$ cat src/rtl/sv_xcvr_reconf_pkg.sv
// Shared definitions for the transceiver reconfiguration register window.
// Register addresses, status/control bit positions, op FSM states.
package sv_xcvr_reconf_pkg;

    localparam logic [6:0] ADDR_CHAN   = 7'h38;
    localparam logic [6:0] ADDR_CTRL   = 7'h3A;
    localparam logic [6:0] ADDR_OFFSET = 7'h3B;
    localparam logic [6:0] ADDR_DATA   = 7'h3C;

    localparam int BUSY_BIT = 8;
    localparam int ERR_BIT  = 9;

    localparam int CTRL_WR_BIT   = 0;
    localparam int CTRL_RD_BIT   = 1;
    localparam int CTRL_MODE_LSB = 2;

    localparam logic [2:0] MODE_STREAMER = 3'b001;

    typedef enum logic {
        ST_IDLE = 1'b0,
        ST_OP   = 1'b1
    } op_state_e;

endpackage

$ cat src/rtl/sv_xcvr_reconf_shadow_ram.sv
// Shadow parameter memory: DEPTH x 32 register array, async clear.
// Ports: clk, rst_n, we/waddr/wdata write port, raddr/rdata comb read.
module sv_xcvr_reconf_shadow_ram #(
    parameter  int DEPTH = 32,
    localparam int AW    = $clog2(DEPTH)
) (
    input  logic          clk,
    input  logic          rst_n,
    input  logic          we,
    input  logic [AW-1:0] waddr,
    input  logic [31:0]   wdata,
    input  logic [AW-1:0] raddr,
    output logic [31:0]   rdata
);

    logic [31:0] mem_q [DEPTH];

    always_ff @(posedge clk or negedge rst_n) begin
        if (!rst_n) begin
            for (int i = 0; i < DEPTH; i++) begin
                mem_q[i] <= '0;
            end
        end else if (we) begin
            mem_q[waddr] <= wdata;
        end
    end

    assign rdata = mem_q[raddr];

endmodule

$ cat src/rtl/sv_sata_xcvr_reconf_resp.sv
// Reconfiguration register responder: streamer window, shadow memory,
// commit port. Ports: recfg_* slave bus, cmt_* committed-write monitor.
module sv_sata_xcvr_reconf_resp
    import sv_xcvr_reconf_pkg::*;
#(
    parameter int ACCESS_WAIT  = 1,
    parameter int BUSY_CYCLES  = 8,
    parameter int SHADOW_DEPTH = 32
) (
    input  logic        clk,
    input  logic        reset_n,
    input  logic [6:0]  recfg_addr,
    input  logic        recfg_wreq,
    input  logic [31:0] recfg_wdat,
    input  logic        recfg_rreq,
    output logic [31:0] recfg_rdat,
    output logic        recfg_busy,
    output logic        cmt_valid,
    output logic [9:0]  cmt_chan,
    output logic [15:0] cmt_offset,
    output logic [31:0] cmt_data
);

    localparam int AW = $clog2(SHADOW_DEPTH);

    op_state_e   state_q, state_d;
    logic [15:0] acc_cnt_q, acc_cnt_d;
    logic [15:0] op_cnt_q, op_cnt_d;
    logic [9:0]  chan_q, chan_d;
    logic [15:0] offset_q, offset_d;
    logic [31:0] data_q, data_d;
    logic [2:0]  mode_q, mode_d;
    logic        err_q, err_d;
    logic        op_wr_q, op_wr_d;
    logic        cmt_valid_q, cmt_valid_d;
    logic [9:0]  cmt_chan_q, cmt_chan_d;
    logic [15:0] cmt_offset_q, cmt_offset_d;
    logic [31:0] cmt_data_q, cmt_data_d;

    logic        req, accept, wr_acc, op_bad;
    logic        ram_we;
    logic [31:0] ram_rdata;
    logic [31:0] status;

    // Stall is masked in reset so a held request never sees waitrequest.
    assign req        = recfg_wreq | recfg_rreq;
    assign recfg_busy = reset_n & req & (acc_cnt_q < 16'(ACCESS_WAIT));
    assign accept     = req & ~recfg_busy;
    assign wr_acc     = accept & recfg_wreq;

    assign op_bad = (recfg_wdat[CTRL_MODE_LSB +: 3] != MODE_STREAMER)
                  | (recfg_wdat[CTRL_WR_BIT] & recfg_wdat[CTRL_RD_BIT])
                  | (32'(offset_q) >= SHADOW_DEPTH);

    always_comb begin
        status = '0;
        status[ERR_BIT] = err_q;
        status[BUSY_BIT] = (state_q == ST_OP);
        status[CTRL_MODE_LSB +: 3] = mode_q;
    end

    always_comb begin
        recfg_rdat = '0;
        if (recfg_rreq) begin
            unique case (recfg_addr)
                ADDR_CHAN:   recfg_rdat = {22'b0, chan_q};
                ADDR_CTRL:   recfg_rdat = status;
                ADDR_OFFSET: recfg_rdat = {16'b0, offset_q};
                ADDR_DATA:   recfg_rdat = data_q;
                default:     recfg_rdat = '0;
            endcase
        end
    end

    always_comb begin
        state_d      = state_q;
        op_cnt_d     = op_cnt_q;
        chan_d       = chan_q;
        offset_d     = offset_q;
        data_d       = data_q;
        mode_d       = mode_q;
        err_d        = err_q;
        op_wr_d      = op_wr_q;
        cmt_valid_d  = 1'b0;
        cmt_chan_d   = cmt_chan_q;
        cmt_offset_d = cmt_offset_q;
        cmt_data_d   = cmt_data_q;
        ram_we       = 1'b0;

        // A request held after acceptance restarts the wait count.
        if (accept) begin
            acc_cnt_d = '0;
        end else if (req) begin
            acc_cnt_d = acc_cnt_q + 16'd1;
        end else begin
            acc_cnt_d = '0;
        end

        unique case (state_q)
            ST_IDLE: begin
                if (wr_acc) begin
                    unique case (recfg_addr)
                        ADDR_CHAN:   chan_d = recfg_wdat[9:0];
                        ADDR_OFFSET: offset_d = recfg_wdat[15:0];
                        ADDR_DATA:   data_d = recfg_wdat;
                        ADDR_CTRL: begin
                            mode_d = recfg_wdat[CTRL_MODE_LSB +: 3];
                            if (recfg_wdat[CTRL_WR_BIT] |
                                recfg_wdat[CTRL_RD_BIT]) begin
                                if (op_bad) begin
                                    err_d = 1'b1;
                                end else begin
                                    state_d  = ST_OP;
                                    err_d    = 1'b0;
                                    op_cnt_d = 16'(BUSY_CYCLES);
                                    op_wr_d  = recfg_wdat[CTRL_WR_BIT];
                                end
                            end
                        end
                        default: ;
                    endcase
                end
            end
            ST_OP: begin
                if (wr_acc) begin
                    err_d = 1'b1;
                end
                op_cnt_d = op_cnt_q - 16'd1;
                if (op_cnt_q == 16'd1) begin
                    state_d = ST_IDLE;
                    if (op_wr_q) begin
                        ram_we       = 1'b1;
                        cmt_valid_d  = 1'b1;
                        cmt_chan_d   = chan_q;
                        cmt_offset_d = offset_q;
                        cmt_data_d   = data_q;
                    end else begin
                        data_d = ram_rdata;
                    end
                end
            end
            default: state_d = ST_IDLE;
        endcase
    end

    always_ff @(posedge clk or negedge reset_n) begin
        if (!reset_n) begin
            state_q      <= ST_IDLE;
            acc_cnt_q    <= '0;
            op_cnt_q     <= '0;
            chan_q       <= '0;
            offset_q     <= '0;
            data_q       <= '0;
            mode_q       <= '0;
            err_q        <= 1'b0;
            op_wr_q      <= 1'b0;
            cmt_valid_q  <= 1'b0;
            cmt_chan_q   <= '0;
            cmt_offset_q <= '0;
            cmt_data_q   <= '0;
        end else begin
            state_q      <= state_d;
            acc_cnt_q    <= acc_cnt_d;
            op_cnt_q     <= op_cnt_d;
            chan_q       <= chan_d;
            offset_q     <= offset_d;
            data_q       <= data_d;
            mode_q       <= mode_d;
            err_q        <= err_d;
            op_wr_q      <= op_wr_d;
            cmt_valid_q  <= cmt_valid_d;
            cmt_chan_q   <= cmt_chan_d;
            cmt_offset_q <= cmt_offset_d;
            cmt_data_q   <= cmt_data_d;
        end
    end

    sv_xcvr_reconf_shadow_ram #(
        .DEPTH (SHADOW_DEPTH)
    ) u_shadow (
        .clk   (clk),
        .rst_n (reset_n),
        .we    (ram_we),
        .waddr (offset_q[AW-1:0]),
        .wdata (data_q),
        .raddr (offset_q[AW-1:0]),
        .rdata (ram_rdata)
    );

    assign cmt_valid  = cmt_valid_q;
    assign cmt_chan   = cmt_chan_q;
    assign cmt_offset = cmt_offset_q;
    assign cmt_data   = cmt_data_q;

endmodule
$ cat config.mk
export PLATFORM = sky130hd
export DESIGN_NAME = sv_sata_xcvr_reconf_resp
export DESIGN_NICKNAME = d
export VERILOG_FILES = /design/src/rtl/sv_xcvr_reconf_pkg.sv /design/src/rtl/sv_xcvr_reconf_shadow_ram.sv /design/src/rtl/sv_sata_xcvr_reconf_resp.sv
export SDC_FILE = /design/constraint.sdc
export NUM_CORES = 2
export LEC_CHECK = 0
export CORE_ASPECT_RATIO = 1.4
export CORE_MARGIN = 5
export CORE_UTILIZATION = 62
export DETAILED_ROUTE_END_ITERATION = 6
export HOLD_SLACK_MARGIN = 0.12
export PLACE_DENSITY = 0.8
export SETUP_SLACK_MARGIN = 0.3
export SLEW_MARGIN = 20
export SYNTH_ARGS = -nofsm -noshare
export SYNTH_HDL_FRONTEND = slang
export SYNTH_SLANG_ARGS = --single-unit
$ cat constraint.sdc
create_clock -name clk -period 3.35 [get_ports clk]
set_input_delay 0.5025 -clock clk [delete_from_list [all_inputs] [get_ports clk]]
set_output_delay 0.5025 -clock clk [all_outputs]
set_load 0.05 [all_outputs]
Yosys cells after proc, flatten, opt, wreduce, memory -nomap -nowiden
Index checks and enable logic that the tools add are counted.

Flip-flop bits (word level): 1179. Input port bits: 43. Logic and storage cells: 122.

Bitwise logic cells: 13. Mux-type cells: 35. Reduce and logical (&&, ||, !) cells: 9. Add/subtract/negate cells: 2. Eq/ne operators: 14. Order comparisons: 4.

Operators by type and width (number): bitwise mux 1024 bit (1); two-way mux 32 bit (8); binary-select mux 32 bit (select 5 bit) (1); demux 32 bit (select 5 bit) (1); one-hot mux 32 bit (4 select lines) (1); two-way mux 16 bit (6); one-hot mux 32 bit (2 select lines) (1); one-hot mux 16 bit (2 select lines) (1); == test 7 x 6 -> 1 bit, second input constant (4); adder 16 x 1 -> 16 bit, second input constant (1); == test 16 x 1 -> 1 bit, second input constant (1); greater-or-equal comparator 16 x 6 -> 1 bit, second input constant (1); less-than comparator 16 x 1 -> 1 bit, second input constant (1); subtractor 16 x 1 -> 16 bit, second input constant (1); two-way mux 1 bit (13); != test 2 bit, second input constant (6); AND reduction 3 bit (4); AND reduction 4 bit (3); greater-or-equal comparator 6 bit, second input constant (1); less-than comparator 6 x 1 -> 1 bit, second input constant (1); NOT 5 -> 6 bit (1); AND 1 bit (5); AND reduction 5 bit (1); != test 2 x 1 -> 1 bit, second input constant (2); 5 further kinds (11).

Logic depth before layout (Yosys ltp)
Word-level depth: 8. Gate-level depth with buffers: 10. Depth with buffers taken out: 7.

Cells and area by module
From an unflattened synthesis, not the netlist that was laid out.

Cells, all modules: 3986. Area, all modules: 54551.1 um^2.

By module, submodules not included: sv_xcvr_reconf_shadow_ram (area each 47474.3 um^2, seq. area each 25624.6 um^2, instances 1, cells an instance 3447); sv_sata_xcvr_reconf_resp (area each 7076.8 um^2, seq. area each 3878.7 um^2, instances 1, cells an instance 539).

Least setup slack after synthesis
No wires, ideal clock.

Path type: input port to output port. From: input recfg_addr[0]. To: output recfg_rdat[10]. Arrival: 2.397 ns. Slack: 0.450 ns. Stages on the path: 5. Cell sequence: clkbuf_1 nor3_1 o21ai_0 clkbuf_1 nor2_1.

Cells in the longest elaborated chain, start to end: 3.

RTL lines: from (decl) (RTL line sv_sata_xcvr_reconf_resp.sv:12) `input logic [6:0] recfg_addr,`; == test 7 x 6 -> 1 bit (RTL line sv_sata_xcvr_reconf_resp.sv:65) `unique case (recfg_addr)`; one-hot mux 32 bit (4 select lines) * (RTL line sv_sata_xcvr_reconf_resp.sv:65); two-way mux 32 bit * (RTL line sv_sata_xcvr_reconf_resp.sv:64) `if (recfg_rreq) begin`; to (decl) (RTL line sv_sata_xcvr_reconf_resp.sv:16) `output logic [31:0] recfg_rdat,`.

Every way passes the cells marked *; elsewhere a longest branch is shown, timed or not.

Final worst setup path
From: register op_cnt_q[9]. To: register u_shadow.mem_q[118] in the netlist's numbering.

Cells in the longest elaborated chain, start to end: 3.

RTL lines: from (decl) (RTL line sv_sata_xcvr_reconf_resp.sv:28) `logic [15:0] op_cnt_q, op_cnt_d;`; from (signal assigned) (RTL line sv_sata_xcvr_reconf_resp.sv:164) `op_cnt_q <= op_cnt_d;`; == test 16 x 1 -> 1 bit (RTL line sv_sata_xcvr_reconf_resp.sv:129) `if (op_cnt_q == 16'd1) begin`; two-way mux 1 bit (RTL line sv_sata_xcvr_reconf_resp.sv:129); two-way mux 1 bit (RTL line sv_sata_xcvr_reconf_resp.sv:99) `unique case (state_q)`; to (signal, indexed assignment) (RTL line sv_xcvr_reconf_shadow_ram.sv:24) `mem_q[waddr] <= wdata;`; to (decl) (RTL line sv_xcvr_reconf_shadow_ram.sv:16) `logic [31:0] mem_q [DEPTH];`.

No other way between the ends. A chain may end at the register's enable or synchronous reset.

==> reports/summary.json <==
{
  "run_status": {
    "run_status": "complete, no violations"
  },
  "route": {
    "vias": 34000,
    "detail_route.drc_violations": 0,
    "wirelength_per_cell_um": 30.0,
    "post_drt_via_cell_ratio": 6.70,
    "dr_pass1_iterations": 5,
    "drt-initial-drc-count": 3067,
    "wl_mm": 152,
    "drtAntennaViolNets": 0
  },
  "worst_setup_path": {
    "cp.arrival_ns": 3.56,
    "crit_path_end_kind": "register",
    "cp_max_fo": 25,
    "start_to_end_type_of_the_worst_setup_path": "register to register",
    "critPathLaunchType": "register",
    "critPathRequiredTime_ns": 3.91
  },
  "synth": {
    "number_of_library_cell_types_mapped_by_synthesis": 61,
    "synthesis.area_um2": 53400,
    "postSynthRegisterBits": 1179,
    "synth_instances": 3755,
    "yosys.area_share.xor_xnor": 0.000656,
    "synth_top_family_by_area": "multiplexers",
    "synth_sequential_area_ratio": 0.553,
    "synth-edff-count": 0,
    "number_of_warnings_reported_in_the_yosys_synthesis_log": 0,
    "synth_compound_area_frac": 0.0375,
    "post_synth_adder_cell_area": 0.000938,
    "synth-async-reset-ratio": 1.00,
    "top_ff_cell_synth": "sky130_fd_sc_hd__dfrtp_1",
    "postSynthAreaPerCell_um2": 14.2,
    "yosys.area_share.simple": 0.0436,
    "synth.mux.area_fraction": 0.334
  },
  "global_routing": {
    "grt.overflow.total": 0,
    "grt_start_max_net_pins": 167,
    "number_of_global_route_vias_before_repair": 35700,
    "grt_pass1_wl_mm": 230,
    "initial_antenna_violation_count": 2,
    "grt_util_all_layers": 0.331
  },
  "sta": {
    "tightestPinTransition_ns": 0.977,
    "finalCritPeriodShare": 0.898,
    "min_period_ns": 3.01,
    "timing.setup.tns_ns": 0,
    "timing.clock.skew_ns": 0.0328,
    "setup_viol_count_final": 0,
    "worst_hold_slack_ns": 0.422,
    "achievable-frequency_mhz": 333,
    "rsz0062_at_grt": "true",
    "final_max_slew_viol_count": 0,
    "timing.slew.headroom": 0.349,
    "report.final.hold_viol_count": 0
  },
  "pwr": {
    "leakage_nw": 29.2,
    "vdd_drop_max_v": 0.000444,
    "power-per-cell-area_nw_per_um2": 458
  },
  "cts": {
    "htreeDepth": 3,
    "worst_setup_hold_path_clk_slew_ns": 0.06,
    "worst_skew_pair.late_latency_ns": 0.70,
    "cts.sinks": 1179,
    "cts_max_path_buffers": 3,
    "clock_tree.root_cell": "sky130_fd_sc_hd__clkbuf_16",
    "cts_tree": "yes",
    "cts_bufs_inserted": 109
  },
  "final_layout": {
    "final_net_count": 3937,
    "final_layout_size_suffix_gt1_frac": 0.427,
    "layout.cells.most_common_list": "sky130_fd_sc_hd__dfrtp_1 (1172), sky130_fd_sc_hd__mux2_2 (1053), sky130_fd_sc_hd__nand2_1 (215), sky130_fd_sc_hd__mux2i_1 (203), sky130_fd_sc_hd__buf_4 (176)",
    "final_cells": 5077,
    "mostFrequentLayoutCell": "sky130_fd_sc_hd__dfrtp_1",
    "flow.area_growth_from_synthesis_pct": 14.2,
    "finalInstanceArea_um2": 61000,
    "filler_cell_count": 5613
  },
  "floorplan": {
    "die_area_um2": 92100,
    "chipWidth_um": 258,
    "chipHeight_um": 357,
    "floorplan.initialDensity": 0.624,
    "coreArea_um2": 85500,
    "count_of_standard_cell_rows": 127,
    "count_of_pins_on_the_block_boundary": 135
  },
  "placement": {
    "dp.final_hpwl_mm": 96.2,
    "io_buffer_count": 134,
    "placed_cells": 4872,
    "gpl.final_weighted_congestion": 0.851,
    "dpl-instance-area_um2": 57000
  },
  "worst_hold_path": {
    "worst_hold_path_type": "input pin to register"
  },
  "run": {
    "cap_violations": 0
  }
}
power by group:
part	switching, mW	internal (mW)	total (mW)	leakage, nW
sequential	0.00700	14.2	14.3	16.4
clock	5.47	7.74	13.2	1.89
combinational	0.352	0.0917	0.443	10.9
total	5.83	22.1	27.9	29.2
metal layers:
layer | GRT usage | part of all wire | vias to the layer above
met5 | 0 | 0 | -
met4 | 0.173 | 0.063 | 0
li1 | - | - | 14000
met2 | 0.551 | 0.49 | 1494
met3 | 0.0613 | 0.073 | 465
met1 | 0.420 | 0.37 | 18100
registers in the layout (all words and copies together) (netlist names):
register,flops
u_shadow.mem_q,1024
cmt_data,32
data_q,32
acc_cnt_q,16
cmt_offset,16
offset_q,16
op_cnt_q,16
chan_q,10
cmt_chan,10
mode_q,3
cmt_valid,1
err_q,1
op_wr_q,1
state_q,1
worst paths after layout:
check	startpoint	end	slack, ns	cells past startpoint
min reg2reg	cmt_data[28]$_DFFE_PN0P_	cmt_data[28]$_DFFE_PN0P_	0.47	2
min	reset_n	acc_cnt_q[0]$_DFF_PN0_	0.42	5
max reg2reg	op_cnt_q[9]$_DFFE_PN0P_	u_shadow.mem_q[118]$_DFFE_PN0P_	0.34	8
min in group asynchronous	reset_n	u_shadow.mem_q[149]$_DFFE_PN0P_	0.65	3
max	op_cnt_q[9]$_DFFE_PN0P_	u_shadow.mem_q[118]$_DFFE_PN0P_	0.34	8
max in group asynchronous	reset_n	chan_q[3]$_DFFE_PN0P_	1.06	4
Yosys cell counts, types with 10 or more instances:
| library cell | count | area share |
|---|---|---|
| sky130_fd_sc_hd__mux2_1 | 53 | 0.011 |
| sky130_fd_sc_hd__and2_1 | 24 | 0.0028 |
| sky130_fd_sc_hd__buf_1 | 38 | 0.0027 |
| sky130_fd_sc_hd__nand2_1 | 218 | 0.015 |
| sky130_fd_sc_hd__clkbuf_1 | 189 | 0.013 |
| sky130_fd_sc_hd__a211oi_1 | 20 | 0.0028 |
| sky130_fd_sc_hd__nand3_1 | 32 | 0.0030 |
| sky130_fd_sc_hd__nor3_1 | 17 | 0.0016 |
| sky130_fd_sc_hd__inv_1 | 10 | 0.00070 |
| sky130_fd_sc_hd__buf_6 | 24 | 0.0051 |
| sky130_fd_sc_hd__nor2_1 | 61 | 0.0043 |
| sky130_fd_sc_hd__a22oi_1 | 57 | 0.0080 |
| sky130_fd_sc_hd__mux2_2 | 1053 | 0.22 |
| sky130_fd_sc_hd__o31ai_1 | 11 | 0.0015 |
| sky130_fd_sc_hd__o21ai_0 | 25 | 0.0023 |
| sky130_fd_sc_hd__nand2b_1 | 18 | 0.0021 |
| sky130_fd_sc_hd__dfrtp_1 | 1179 | 0.55 |
| sky130_fd_sc_hd__mux2i_1 | 203 | 0.038 |
| sky130_fd_sc_hd__a22o_1 | 13 | 0.0021 |
| sky130_fd_sc_hd__nand3_2 | 17 | 0.0032 |
| sky130_fd_sc_hd__o22ai_1 | 78 | 0.0091 |
| sky130_fd_sc_hd__buf_2 | 89 | 0.0083 |
| sky130_fd_sc_hd__mux4_2 | 148 | 0.062 |
| sky130_fd_sc_hd__a21oi_1 | 28 | 0.0026 |
| sky130_fd_sc_hd__nor4_1 | 13 | 0.0015 |
| sky130_fd_sc_hd__a41oi_1 | 14 | 0.0023 |
area by class of cell:
cell class | instances | area, um^2 | share of cell area
diodes | 2 | 5.00 | 0.0000821
clock buffers | 161 | 3300 | 0.0541
clock inverters | 39 | 546 | 0.00895
inverters | 11 | 41.3 | 0.000677
multi-input cells | 2232 | 22400 | 0.367
flip-flops and latches | 1179 | 29500 | 0.484
well taps | 1096 | 1370 | 0.0225
repair buffers | 357 | 3800 | 0.0623
stage by stage:
step,setup slack [ns],util,power [mW]
floorplan,0.450,-,14.6
global placement,0.328,0.667,15.0
detailed placement,0.355,0.667,15.0
CTS,0.305,0.712,28.0
global route,0.285,0.713,28.6
finish,0.343,0.713,27.9
cell families (layout without fill, tap and decap cells):
family | after synthesis | in the layout
adders and majority gates | 4 | 4
xor gates and xnor gates | 4 | 4
muxes | 1457 | 1457
AOI/OAI and AO/OA | 288 | 288
DFF | 1179 | 1179
buffers and inverters | 356 | 568
and+or+nand+nor | 466 | 466
other | 1 | 15
timing repair:
| action | 4_1_cts | 5_1_grt |
|---|---|---|
| setup buffers | 0 | 1 |
| setup endpoints to repair | 1 | 396 |
| hold buffers | 2 | 0 |
| resized for setup | 1 | 21 |
| endpoints found under the hold margin | 115 | 0 |
| pin swaps | 0 | 1 |
worst max-delay path, cell delays in order, from the launching register on:
cell and delay [ns]:
sky130_fd_sc_hd__dfrtp_1 0.40, sky130_fd_sc_hd__or4_4 0.57, sky130_fd_sc_hd__or4_1 0.50, sky130_fd_sc_hd__buf_4 0.20, sky130_fd_sc_hd__nor2_4 0.16, sky130_fd_sc_hd__buf_12 0.22
sky130_fd_sc_hd__nand3_2 0.10, sky130_fd_sc_hd__buf_4 0.33, sky130_fd_sc_hd__mux2_2 0.34
No activity file was read; power rests on OpenSTA's default activity.
